### src/rtl/blake3_pkg.sv
// Shared types and constants for the BLAKE3 chunk front end.
//   BLOCK_WORDS / BLOCK_BYTES / CHUNK_BYTES : block and chunk geometry
//   msg_block_t     : one 16-word message block, word 0 in the low 32 bits
//   feeder_state_t  : chunk_msg_feeder FSM states
//   last_word_mask  : byte-enable mask for the final, possibly partial, word
// The hash IV constants remain in the existing define file.
package blake3_pkg;

    localparam int BLOCK_WORDS = 16;
    localparam int BLOCK_BYTES = 64;
    localparam int CHUNK_BYTES = 1024;

    typedef logic [15:0][31:0] msg_block_t;

    typedef enum logic [2:0] {
        ST_IDLE,
        ST_FILL,
        ST_ISSUE,
        ST_WAIT_ACK,
        ST_WAIT_HASH
    } feeder_state_t;

    // Words are little-endian, so the surviving bytes of a partial word are
    // always the low ones.
    function automatic logic [31:0] last_word_mask(input logic [31:0] byte_num);
        logic [31:0] mask;
        case (byte_num[1:0])
            2'd1:    mask = 32'h0000_00ff;
            2'd2:    mask = 32'h0000_ffff;
            2'd3:    mask = 32'h00ff_ffff;
            default: mask = 32'hffff_ffff;
        endcase
        return mask;
    endfunction

endpackage

### src/rtl/chunk_block_buffer.sv
// 16-word message block register with an auto-incrementing write index.
//   clk, rst_n  : clock, asynchronous active-low reset
//   clr_i       : zero the block and return the index to word 0
//   wr_en_i     : store wr_data_i & wr_mask_i at the current index, advance
//   wr_data_i   : incoming message word
//   wr_mask_i   : byte mask applied to the stored word
//   msg_o       : current block contents
//   idx_o       : index the next write will use
module chunk_block_buffer
    import blake3_pkg::*;
(
    input  logic                           clk,
    input  logic                           rst_n,
    input  logic                           clr_i,
    input  logic                           wr_en_i,
    input  logic [31:0]                    wr_data_i,
    input  logic [31:0]                    wr_mask_i,
    output msg_block_t                     msg_o,
    output logic [$clog2(BLOCK_WORDS)-1:0] idx_o
);

    localparam int IDX_W = $clog2(BLOCK_WORDS);

    msg_block_t       msg_q, msg_d;
    logic [IDX_W-1:0] idx_q, idx_d;

    always_comb begin
        msg_d = msg_q;
        idx_d = idx_q;
        if (clr_i) begin
            msg_d = '0;
            idx_d = '0;
        end else if (wr_en_i) begin
            msg_d[idx_q] = wr_data_i & wr_mask_i;
            idx_d        = idx_q + 1'b1;
        end
    end

    always_ff @(posedge clk or negedge rst_n) begin
        if (!rst_n) begin
            msg_q <= '0;
            idx_q <= '0;
        end else begin
            msg_q <= msg_d;
            idx_q <= idx_d;
        end
    end

    assign msg_o = msg_q;
    assign idx_o = idx_q;

endmodule

### src/rtl/chunk_msg_feeder.sv
// Source-side driver for the BLAKE3 ChunkHasher message interface. Packs a
// valid/ready word stream into zero-padded 16-word blocks, strobes each block
// into the hasher, paces on the hasher's address/valid feedback and signals
// when the chunk hash is valid.
//   clk, rst_n          : clock, asynchronous active-low reset
//   start_i, byte_num_i : begin a message of byte_num_i bytes (IDLE only)
//   word_i, word_vld_i, word_rdy_o : little-endian word stream handshake
//   msg_o, byte_num_o, update_o    : block, length and strobe to the hasher
//   addr_i, hash_vld_i  : hasher address and hash-valid feedback
//   busy_o, done_o, err_o : not idle / chunk hash valid pulse / sticky error
// Build option FEEDER_TIMEOUT_EN: when defined, a watchdog of TIMEOUT_CYC
// cycles guards WAIT_ACK and WAIT_HASH; otherwise those states wait forever.
//
// state        | meaning
// IDLE         | waiting for start_i
// FILL         | accepting words into the block buffer
// ISSUE        | update_o pulse, snapshot of the hasher address
// WAIT_ACK     | hasher consuming a non-final block
// WAIT_HASH    | final block issued, waiting for the hash-valid rising edge
module chunk_msg_feeder
    import blake3_pkg::*;
#(
    parameter int MAX_BYTES   = CHUNK_BYTES,
    parameter int ADDR_W      = 10,
    parameter int TIMEOUT_CYC = 4096
) (
    input  logic              clk,
    input  logic              rst_n,
    input  logic              start_i,
    input  logic [31:0]       byte_num_i,
    input  logic [31:0]       word_i,
    input  logic              word_vld_i,
    output logic              word_rdy_o,
    output msg_block_t        msg_o,
    output logic [31:0]       byte_num_o,
    output logic              update_o,
    input  logic [ADDR_W-1:0] addr_i,
    input  logic              hash_vld_i,
    output logic              busy_o,
    output logic              done_o,
    output logic              err_o
);

    localparam int IDX_W     = $clog2(BLOCK_WORDS);
    localparam int BLK_WORDS = BLOCK_BYTES / 4;

    feeder_state_t     state_q, state_d;
    logic [31:0]       byte_num_q;
    logic [9:0]        word_cnt_q;
    logic [ADDR_W-1:0] addr_snap_q;
    logic              hash_vld_q;
    logic              err_q;

    msg_block_t        buf_msg;
    logic [IDX_W-1:0]  buf_idx;
    logic              buf_clr;

    logic [9:0]        words_total;
    logic              start_ok;
    logic              accept;
    logic              last_word;
    logic [31:0]       wr_mask;
    logic              block_end;
    logic              msg_last;
    logic              ack_seen;
    logic              hash_rise;
    logic              timeout;

    // Lengths above MAX_BYTES never leave IDLE, so the low 11 bits suffice.
    assign words_total = 10'(({1'b0, byte_num_q[10:0]} + 12'd3) >> 2);
    assign start_ok    = start_i && (byte_num_i <= 32'(MAX_BYTES));
    assign accept      = (state_q == ST_FILL) && word_vld_i;
    assign last_word   = (word_cnt_q + 10'd1) == words_total;
    assign wr_mask     = last_word ? last_word_mask(byte_num_q) : 32'hffff_ffff;
    assign block_end   = accept && ((buf_idx == IDX_W'(BLK_WORDS - 1)) || last_word);
    assign msg_last    = word_cnt_q == words_total;
    assign ack_seen    = (addr_i != addr_snap_q) || hash_vld_i;
    assign hash_rise   = hash_vld_i && !hash_vld_q;
    assign buf_clr     = ((state_q == ST_IDLE) && start_ok) ||
                         ((state_q == ST_WAIT_ACK) && (state_d == ST_FILL));

`ifdef FEEDER_TIMEOUT_EN
    localparam int TMO_W = $clog2(TIMEOUT_CYC + 1);

    logic [TMO_W-1:0] tmo_q;

    // Reloaded on every state change, so it measures time spent in the
    // current wait state only.
    always_ff @(posedge clk or negedge rst_n) begin
        if (!rst_n) begin
            tmo_q <= '0;
        end else if (state_d != state_q) begin
            tmo_q <= TMO_W'(TIMEOUT_CYC - 1);
        end else if (tmo_q != '0) begin
            tmo_q <= tmo_q - 1'b1;
        end
    end

    assign timeout = ((state_q == ST_WAIT_ACK) || (state_q == ST_WAIT_HASH)) &&
                     (tmo_q == '0);
`else
    // Watchdog compiled out; TIMEOUT_CYC is still referenced so both builds
    // share one parameter list.
    assign timeout = 1'b0 && (TIMEOUT_CYC > 0);
`endif

    chunk_block_buffer u_buf (
        .clk       (clk),
        .rst_n     (rst_n),
        .clr_i     (buf_clr),
        .wr_en_i   (accept),
        .wr_data_i (word_i),
        .wr_mask_i (wr_mask),
        .msg_o     (buf_msg),
        .idx_o     (buf_idx)
    );

    always_ff @(posedge clk or negedge rst_n) begin
        if (!rst_n) begin
            state_q <= ST_IDLE;
        end else begin
            state_q <= state_d;
        end
    end

    always_comb begin
        state_d = state_q;
        unique case (state_q)
            ST_IDLE: begin
                if (start_ok) begin
                    state_d = (byte_num_i == 32'd0) ? ST_ISSUE : ST_FILL;
                end
            end
            ST_FILL: begin
                if (block_end) begin
                    state_d = ST_ISSUE;
                end
            end
            ST_ISSUE: begin
                state_d = msg_last ? ST_WAIT_HASH : ST_WAIT_ACK;
            end
            ST_WAIT_ACK: begin
                if (ack_seen) begin
                    state_d = ST_FILL;
                end else if (timeout) begin
                    state_d = ST_IDLE;
                end
            end
            ST_WAIT_HASH: begin
                if (hash_rise || timeout) begin
                    state_d = ST_IDLE;
                end
            end
            default: state_d = ST_IDLE;
        endcase
    end

    always_comb begin
        word_rdy_o = (state_q == ST_FILL);
        update_o   = (state_q == ST_ISSUE);
        busy_o     = (state_q != ST_IDLE);
        done_o     = (state_q == ST_WAIT_HASH) && hash_rise;
        err_o      = err_q;
        msg_o      = buf_msg;
        byte_num_o = byte_num_q;
    end

    always_ff @(posedge clk or negedge rst_n) begin
        if (!rst_n) begin
            byte_num_q  <= '0;
            word_cnt_q  <= '0;
            addr_snap_q <= '0;
            hash_vld_q  <= 1'b0;
            err_q       <= 1'b0;
        end else begin
            hash_vld_q <= hash_vld_i;
            if ((state_q == ST_IDLE) && start_i) begin
                byte_num_q <= byte_num_i;
                err_q      <= !start_ok;
                word_cnt_q <= '0;
            end else if (accept) begin
                word_cnt_q <= word_cnt_q + 10'd1;
            end
            if (state_q == ST_ISSUE) begin
                addr_snap_q <= addr_i;
            end
            if (((state_q == ST_WAIT_ACK) && timeout && !ack_seen) ||
                ((state_q == ST_WAIT_HASH) && timeout && !hash_rise)) begin
                err_q <= 1'b1;
            end
        end
    end

endmodule

### config.mk
export PLATFORM = sky130hd
export DESIGN_NAME = chunk_msg_feeder
export DESIGN_NICKNAME = d
export VERILOG_FILES = /design/src/rtl/blake3_pkg.sv /design/src/rtl/chunk_block_buffer.sv /design/src/rtl/chunk_msg_feeder.sv
export SDC_FILE = /design/constraint.sdc
export NUM_CORES = 1
export LEC_CHECK = 0
export CAP_MARGIN = 20
export CORE_AREA = 8 8 235 237
export DETAILED_ROUTE_END_ITERATION = 8
export DIE_AREA = 0 0 243 245
export MAX_ROUTING_LAYER = met4
export PLACE_DENSITY = 0.87
export SLEW_MARGIN = 20
export SYNTH_ARGS = -nofsm -noshare
export SYNTH_HDL_FRONTEND = slang
export SYNTH_SLANG_ARGS = --single-unit
### constraint.sdc
create_clock -name clk -period 8.1 [get_ports clk]
set_clock_uncertainty 0.05 [all_clocks]
set_input_delay 1.215 -clock clk [delete_from_list [all_inputs] [get_ports clk]]
set_output_delay 1.215 -clock clk [all_outputs]
set_load 0.05 [all_outputs]
==> results of run 1 <==
[worst max path at each step]
stage,startpoint,endpoint,slack (ns)
6_report,byte_num_o[1],u_buf.msg_o[243],3.27
3_3_place_gp,byte_num_i[9],u_buf.msg_o[228],3.06
5_1_grt,byte_num_o[1],u_buf.msg_o[243],3.04
3_5_place_dp,byte_num_i[9],u_buf.msg_o[132],2.96
2_1_floorplan,byte_num_o[0],u_buf.msg_o[383],4.84
4_1_cts,byte_num_o[1],u_buf.msg_o[243],3.38
[synth_stat cells, types with 4 or more instances]
| library cell | number | share of area [%] |
|---|---|---|
| dfrtp_1 | 573 | 60 |
| nand2_1 | 424 | 6.6 |
| xnor2_1 | 11 | 0.40 |
| inv_1 | 7 | 0.11 |
| o21ai_0 | 316 | 6.6 |
| nor2_1 | 27 | 0.42 |
| mux2_2 | 39 | 1.8 |
| o41ai_4 | 16 | 1.8 |
| or4_1 | 5 | 0.16 |
| a21oi_1 | 133 | 2.8 |
| nor3_1 | 8 | 0.17 |
| nand4_1 | 6 | 0.16 |
| buf_2 | 12 | 0.25 |
| xor2_1 | 18 | 0.66 |
| and3_1 | 11 | 0.29 |
| o21ai_2 | 10 | 0.37 |
| nor4_1 | 12 | 0.31 |
| clkbuf_1 | 207 | 3.2 |
| nand3_1 | 393 | 8.2 |
| clkbuf_2 | 12 | 0.25 |
| o21ai_1 | 79 | 1.7 |
| ha_1 | 8 | 0.42 |
| buf_6 | 11 | 0.52 |
| o31ai_1 | 4 | 0.13 |
| and2_1 | 16 | 0.42 |
| buf_1 | 9 | 0.14 |
[worst max-delay path: cells and delay by family (launching register included)]
kind / cells / cell delay, ns
AND/OR/NAND/NOR: 3 / 1.73
buffers and inverters: 3 / 1.33
flip-flops: 1 / 0.48
adder cells (fa/ha/maj): 1 / 0.47
AO/OA/AOI/OAI: 2 / 0.33
XOR/XNOR: 1 / 0.18
[state kept, by name (all words and copies together), names as in the netlist]
| register | count |
|---|---|
| u_buf.msg_o | 512 |
| byte_num_o | 32 |
| addr_snap_q | 10 |
| word_cnt_q | 10 |
| u_buf.idx_o | 4 |
| state_q | 3 |
| err_o | 1 |
| hash_vld_q | 1 |
[logic make-up after synthesis]
logic type	share of synthesized area, %
xor gates and xnor gates	1.468
adders and majority gates	0.4180
AOI/OAI and AO/OA	14.09
muxes	1.834
and+or+nand+nor	17.65
buffers and inverters	4.660
DFF	59.87
[metrics by stage]
| step | utilization (%) | setup slack [ns] | hold slack, ns |
|---|---|---|---|
| after floorplan | - | 4.836 | 0.4326 |
| after global routing | 62.64 | 3.042 | 0.4616 |
| final | 62.64 | 3.266 | 0.4481 |
| after detailed placement | 58.68 | 2.964 | 0.4391 |
| after CTS | 62.51 | 3.377 | 0.4526 |
| after global placement | 58.66 | 3.057 | 0.4297 |
[metal layers]
layer	up-vias	track usage, %	wire length, µm
li1	9237	-	-
met1	10474	33.50	31470
met2	1342	48.03	43610
met3	344	7.293	8471
met4	0	17.60	6120
met5	-	-	0
[cell type report]
cell class | count | area, µm²
tap | 688 | 860.8
inverter | 7 | 26.28
sequential | 573 | 14340
clock inverter | 33 | 402.9
clock buffer | 73 | 1578
multi-input combinational | 1584 | 8559
timing repair buffer | 664 | 6624
fill | 3871 | 19320
[where the power goes]
part           switching [mW]  total, mW  internal (mW)
clock                    1.19       2.80           1.61
combinational           0.262      0.376          0.115
sequential             0.0227       2.90           2.88
==> run metrics, run 1 <==
Final ANT Viol Nets=0; post_cts resized=0; top achievable clock speed=roughly 210 MHz; share of layout cells above drive strength 1=approximately 7.7%; Via-to-Cell Ratio=5.908; initial antenna violation count=0; Hold Crit Class=reg -> reg; starting density of the core=46.31%; I/O pin cnt=around 630; Rows=84; # DRC=0; Placed Cells incl. Taps=about 3500; depth of the CTS H-tree=2; Syn Inst Count=approximately 2400; cts hold-fix bufs=0; Finished Layout Cells=3622; area delta synth->final=35.25%; Via Count=21397; Max Slew Vio Count=0; Critical R2R Capture=u_buf.msg_o[243]; post-CTS setup buffer count=0; worst r2r src=byte_num_o[1]; Worst-Margin Slew=1.146 ns; Mean Syn Cell Area=roughly 10 µm²; CTS sink count=approximately 570; crit-path max FO=76; period utilisation layout=59.68%; IO buf count=627; leak pwr=13.78 nW; Post-synth ARST share=100.0%; Die Area=around 0.06 mm²; CP arrival=5.25 ns; fin crit period=between 4 and 5 ns; maximum vdd drop=185.6 µV; DR WL/cell=24.76 µm; CTS root buf=clkbuf_16; RSZ-0062 raised after global routing=no; 1st-pass router iterations=6; Tot GR Track Use=29.71%; Distinct cells, synth=61; Relative slew margins=23.32%; core area=0.05171 mm²; Cell Area, Placed=about 0.03 mm²; worst reg2reg path depth=10; Final #Nets=2975; Max-cap violations=0; DRT Wirelength=89.67 mm; #FFs+latches synth=around 570; Clock Latency Late Sink=just over 0.6 ns; hold_sp=u_buf.msg_o[497]; Clock Tree Buf Depth=3; Pwr Total=just over 6 mW; Worst EP required=8.52 ns; Setup CP Type=reg -> reg; setup TNS=0 ns; # diodes=0; final setup fails=0; vias in the first global route=21510; sequential share of the synthesized area=59.87%; design area=0.03239 mm²; Iter 0 DRT Violations=~2100; setup slack, reg-to-reg=3.27 ns; most frequent cells in the layout=clkdlybuf4s50_1 (626), dfrtp_1 (573), nand2_1 (413); TritonCTS clock tree=done; post-synthesis cell area=0.02395 mm²; slowest CP cell=or4_2; Hold Fails Final Rpt=0; DIE HEIGHT=245 µm; CP Cell Sequence=inv_1 > ha_1 > xor2_1 > nor3_1 > a31oi_1 > or4_2 > nor4_4 > buf_4 > buf_4 > o21ai_0; Yosys warning count=0; Main synth FF type=dfrtp_1; critical path's most frequent cell=buf_4; post-DP HPWL=59.53 mm; Syn Nets=between 2000 and 3000; routability cong.=0.9048; pin count of the biggest net entering global routing=201; GRT overflow=0; most common cell after layout, fill and taps aside=clkdlybuf4s50_1; global-route wire length before repair=~130 mm; Num CTS Buffers=58; hold path cells=2; largest stage delay on the critical path=1.13 ns; Min-Delay Endpoint=u_buf.msg_o[497]; Startpoint Class=register; Clk pin slew, worst setup/hold paths=about 0.07 ns; Post-synth EDFFs=0; DIE WIDTH=243 µm; pwr dens=187.6 mW/mm²; status=complete, no violations; crit path capture type=register
No activity file was read; power rests on OpenSTA's default activity.
==> run 2, diff against run 1 <==
CORE_AREA = 8 8 237 239   (was 8 8 235 237)
DIE_AREA = 0 0 245 247   (was 0 0 243 245)
PLACE_DENSITY = 0.86   (was 0.87)
clock period = 4.7 ns   (was 8.1 ns; I/O delays follow)
==> run 2 against run 1 <==
Clock-buffer cell count rose by 15. Setup slack worse by 2.6 ns. Fmax grew 21%. Sequential share of layout area decreased by 0.37 points.
==> run metrics, run 2 (same netlist as run 1, synthesis figures left out) <==
status=complete, no violations; DRT Wirelength=88.97 mm; final setup fails=0; Clock Tree Buf Depth=3; I/O pin cnt=628; share of layout cells above drive strength 1=8.328%; RSZ-0062 raised after global routing=no; Clock Latency Late Sink=0.64 ns; setup TNS=0 ns; post-DP HPWL=60.73 mm; combinational share of power=under 10%; Startpoint Class=register; global-route wire length before repair=about 130 mm; Die Area=approximately 0.06 mm²; worst setup margin=0.6922 ns; Max Slew Vio Count=0; DIE HEIGHT=247 µm; Clk pin slew, worst setup/hold paths=roughly 0.07 ns; Hold Crit Class=in -> async; fin crit period=4.008 ns; core area=0.05224 mm²; initial antenna violation count=0; top sig layer=met4; TritonCTS clock tree=done; 1st-pass router iterations=8; slowest CP cell=or4_2; crit-path max FO=128; crit path capture type=register; period utilisation layout=85.27%; # diodes=0; CTS sink count=573; GRT overflow=0; Routed met3 length=8.537 mm; Via-to-Cell Ratio=5.928; leak pwr=13.92 nW; largest stage delay on the critical path=1.11 ns; IO buf count=627; post-CTS setup buffer count=0; Psw=approximately 2.5 mW; Relative slew margins=25.90%; switching share of total power=23.72%; Iter 0 DRT Violations=a little over 2000; Final ANT Viol Nets=0; Via Count=around 22000; # DRC=0; most common cell after layout, fill and taps aside=clkdlybuf4s50_1; CTS root buf=clkbuf_16; pre-CTS WS=0.7826 ns; Worst EP required=5.14 ns; routability cong.=0.9235; DIE WIDTH=245 µm; Setup CP Type=reg -> reg; vias in the first global route=21760; WHS=0.1164 ns; DRT met1 WL=a little over 30 mm; clock share of power=a little under half; Tot GR Track Use=29.17%; Rows=84; Num CTS Buffers=59; most frequent cells in the layout=clkdlybuf4s50_1 (625), dfrtp_1 (573), nand2_1 (412); share of the core filled with cells=62.53%; cts hold-fix bufs=0; CP Cell Sequence=inv_1 > ha_1 > xor2_1 > nor3_1 > a31oi_1 > or4_2 > nor4_4 > buf_12 > o21ai_0; metal2 WL=about 43 mm; total internal power=between 8 and 9 mW; sequential power share=47.4%; pin count of the biggest net entering global routing=129; pwr dens=322.6 mW/mm²; Worst-Margin Slew=1.108 ns; maximum vdd drop=289.7 µV; Hold Fails Final Rpt=0; Final #Nets=2995; depth of the CTS H-tree=2; top achievable clock speed=249.5 MHz; CP arrival=4.44 ns; max reg flops=512; DR WL/cell=24.43 µm; area delta synth->final=36.38%; Max-cap violations=0; post_cts resized=0; starting density of the core=between 40% and 50%
==> run 2: cell count changes in the layout (fill, tap and decap cells not counted), moves of 2 or more <==
| cell | change |
|---|---|
| clkbuf_1 | +2 |
| buf_12 | +9 |
| nand2_2 | +2 |
| bufinv_16 | -2 |
| clkbuf_8 | +12 |
| clkinvlp_4 | -5 |
| buf_4 | +12 |
| clkinv_2 | -5 |
==> run 2: path summary, 6_finish.rpt <==
kind	start	endpoint	slack, ns	depth (start not counted)
worst max-delay path	byte_num_o[0]	u_buf.msg_o[471]	0.69	9
worst min-delay path	rst_n	u_buf.msg_o[444]	0.12	1
worst max register to register	byte_num_o[0]	u_buf.msg_o[471]	0.69	9
worst min register to register	u_buf.msg_o[497]	u_buf.msg_o[497]	0.45	2
max in group asynchronous	rst_n	u_buf.msg_o[9]	3.35	2
min in group clk	u_buf.msg_o[497]	u_buf.msg_o[497]	0.45	2
==> run 2: routing by layer <==
layer  vias up  global-route usage [%]
met1     10652                   33.06
met5         -                       -
met3       350                   7.380
met2      1302                   46.27
met4         0                   18.28
li1       9286                       -
==> run 2: worst max-delay path, delay by kind of cell (launching register included) <==
kind	cells	cell delay, ns
compound gates	2	0.28
xor+xnor	1	0.18
fa+ha+maj	1	0.45
buf+inv	2	0.54
flops	1	0.46
simple gates	3	1.78
==> run 2: power by group through the flow <==
stage                     registers (mW)  clock network, mW  logic [mW]
after floorplan                     5.17                  0       0.222
after global placement              5.08                  0       0.629
after detailed placement            5.08                  0       0.643
after CTS                           4.99               4.92       0.647
after global routing                5.00               5.11       0.682
final                               5.00               4.89       0.649
==> run 2: final cells by class <==
type	instances	area, µm²
Clock buffer	88	1775
Clock inverter	19	256.5
Fill cell	3894	19570
Inverter	7	26.28
Multi-Input combinational cell	1584	8557
Sequential cell	573	14340
Tap cell	688	860.8
Timing Repair Buffer	683	6847
==> run 2: metrics by stage <==
step,total power [mW],cell area (µm²),cells
detailed placement,5.727,30620,3535
global route,10.79,32660,3642
finish,10.54,32660,3642
CTS,10.56,32660,3642
floorplan,5.391,23950,2418
global placement,5.710,30630,3535
==> run 3, diff against run 2 <==
CORE_AREA = 3 3 246 248   (was 8 8 237 239)
DIE_AREA = 0 0 249 251   (was 0 0 245 247)
MAX_ROUTING_LAYER = not set   (was met4)
PLACE_DENSITY = 0.79   (was 0.86)
==> run 3 against run 2 <==
Setup slack improved by 0.11 ns. Non-clock buffer count rose by 5. Sequential share of layout area fell by 0.33 points. Via count fell by 4.0%. Final cell count rose by 2.7%. Critical endpoint is now u_buf.msg_o[115].
==> run metrics, run 3 (same netlist as run 1, synthesis figures left out) <==
Clock Tree Buf Depth=3; max reg flops=approximately 500; period utilisation layout=82.92%; Relative slew margins=24.36%; Clk pin slew, worst setup/hold paths=0.06 ns; Iter 0 DRT Violations=approximately 1600; Setup CP Type=reg -> reg; Hold Crit Class=in -> async; DRT Wirelength=84.28 mm; Worst EP required=5.14 ns; worst setup margin=0.8029 ns; # diodes=0; Tot GR Track Use=26.13%; share of layout cells above drive strength 1=just under 9%; starting density of the core=40.81%; area delta synth->final=37.41%; pin count of the biggest net entering global routing=124; Worst-Margin Slew=1.131 ns; Final ANT Viol Nets=0; pwr dens=between 300 and 400 mW/mm²; DIE HEIGHT=251 µm; Max-cap violations=0; DR WL/cell=22.54 µm; vias in the first global route=20978; initial antenna violation count=0; DRT met1 WL=32.07 mm; GRT overflow=0; Max Slew Vio Count=0; post-DP HPWL=roughly 57 mm; post-CTS setup buffer count=0; crit path capture type=register; top sig layer=met4; pre-CTS WS=about 0.86 ns; most common cell after layout, fill and taps aside=clkdlybuf4s50_1; fin crit period=3.897 ns; 1st-pass router iterations=6; post_cts resized=0; Hold Fails Final Rpt=0; depth of the CTS H-tree=2; Via Count=approximately 21000; TritonCTS clock tree=done; Routed met3 length=6.037 mm; maximum vdd drop=around 380 µV; Rows=89; leak pwr=13.99 nW; Num CTS Buffers=61; global-route wire length before repair=127.5 mm; status=complete, no violations; RSZ-0062 raised after global routing=no; final setup fails=0; Startpoint Class=register; DIE WIDTH=about 250 µm; CTS root buf=clkbuf_16; CP arrival=4.33 ns; Final #Nets=3002; Die Area=0.06250 mm²; Via-to-Cell Ratio=5.544; setup TNS=0 ns; # DRC=0; Clock Latency Late Sink=0.62 ns; cts hold-fix bufs=0; core area=0.05869 mm²; I/O pin cnt=roughly 630; IO buf count=627; most frequent cells in the layout=clkdlybuf4s50_1 (626), dfrtp_1 (573), nand2_1 (413); metal2 WL=40.05 mm; CTS sink count=573; top achievable clock speed=256.6 MHz; crit-path max FO=76; routability cong.=0.8695
[run 3: cell count changes in the layout (fill, tap and decap cells not counted), sizes merged]
| cell | delta |
|---|---|
| buf | +4 |
| clkbuf | -3 |
| clkdlybuf4s50 | +1 |
| clkinv | +6 |
| clkinvlp | +3 |
| inv | +2 |
[run 3: per-layer routing]
metal  GRT usage (%)  vias up
li1                -     9305
met1           31.96    10141
met2           42.60      999
met3           5.162      288
met4           16.81        0
met5               0        -
[run 3: worst paths after layout]
| check | from | end | slack [ns] | depth (start not counted) |
|---|---|---|---|---|
| worst min-delay path | rst_n | u_buf.msg_o[261] | 0.14 | 1 |
| max in group asynchronous | rst_n | u_buf.msg_o[426] | 3.32 | 2 |
| worst max-delay path | byte_num_o[0] | u_buf.msg_o[115] | 0.80 | 10 |
| worst min register to register | u_buf.msg_o[42] | u_buf.msg_o[42] | 0.45 | 2 |
| worst max register to register | byte_num_o[0] | u_buf.msg_o[115] | 0.80 | 10 |
| min in group clk | u_buf.msg_o[42] | u_buf.msg_o[42] | 0.45 | 2 |
[run 3: metrics by stage]
step,utilization (%),power (mW),cells,hold slack [ns],cell area [µm²]
final,56.08,10.65,3740,0.1407,32910
after global routing,56.08,10.93,3740,0.1791,32910
after CTS,56.07,10.73,3740,0.1543,32900
after detailed placement,52.48,5.733,3625,0.4391,30800
after global placement,52.48,5.725,3625,0.4294,30800
after floorplan,-,5.391,2418,0.3594,23950
[run 3: final cells by class]
cell class,instances,area (µm²)
Clock buffer,85,1768
Clock inverter,30,339.1
Fill cell,4913,25780
Inverter,7,26.28
Multi-Input combinational cell,1584,8554
Sequential cell,573,14340
Tap cell,773,967.2
Timing Repair Buffer,688,6914
[run 3: where the power goes]
part / total, mW / switching, mW / leakage [nW] / internal [mW]
clock: 5.01 / 2.09 / 1.03 / 2.92
sequential: 4.99 / 0.0298 / 7.93 / 4.96
combinational: 0.651 / 0.449 / 5.03 / 0.202
total: 10.6 / 2.57 / 14.0 / 8.08
[run 3: critical path, stage by stage, from the launching register on]
cell	delay, ns
dfrtp_1	0.45
inv_1	0.13
ha_1	0.45
xor2_1	0.18
nor3_1	0.21
a31oi_1	0.05
or4_2	0.65
buf_4	0.30
nor4_4	0.73
buf_12	0.33
o21ai_0	0.16
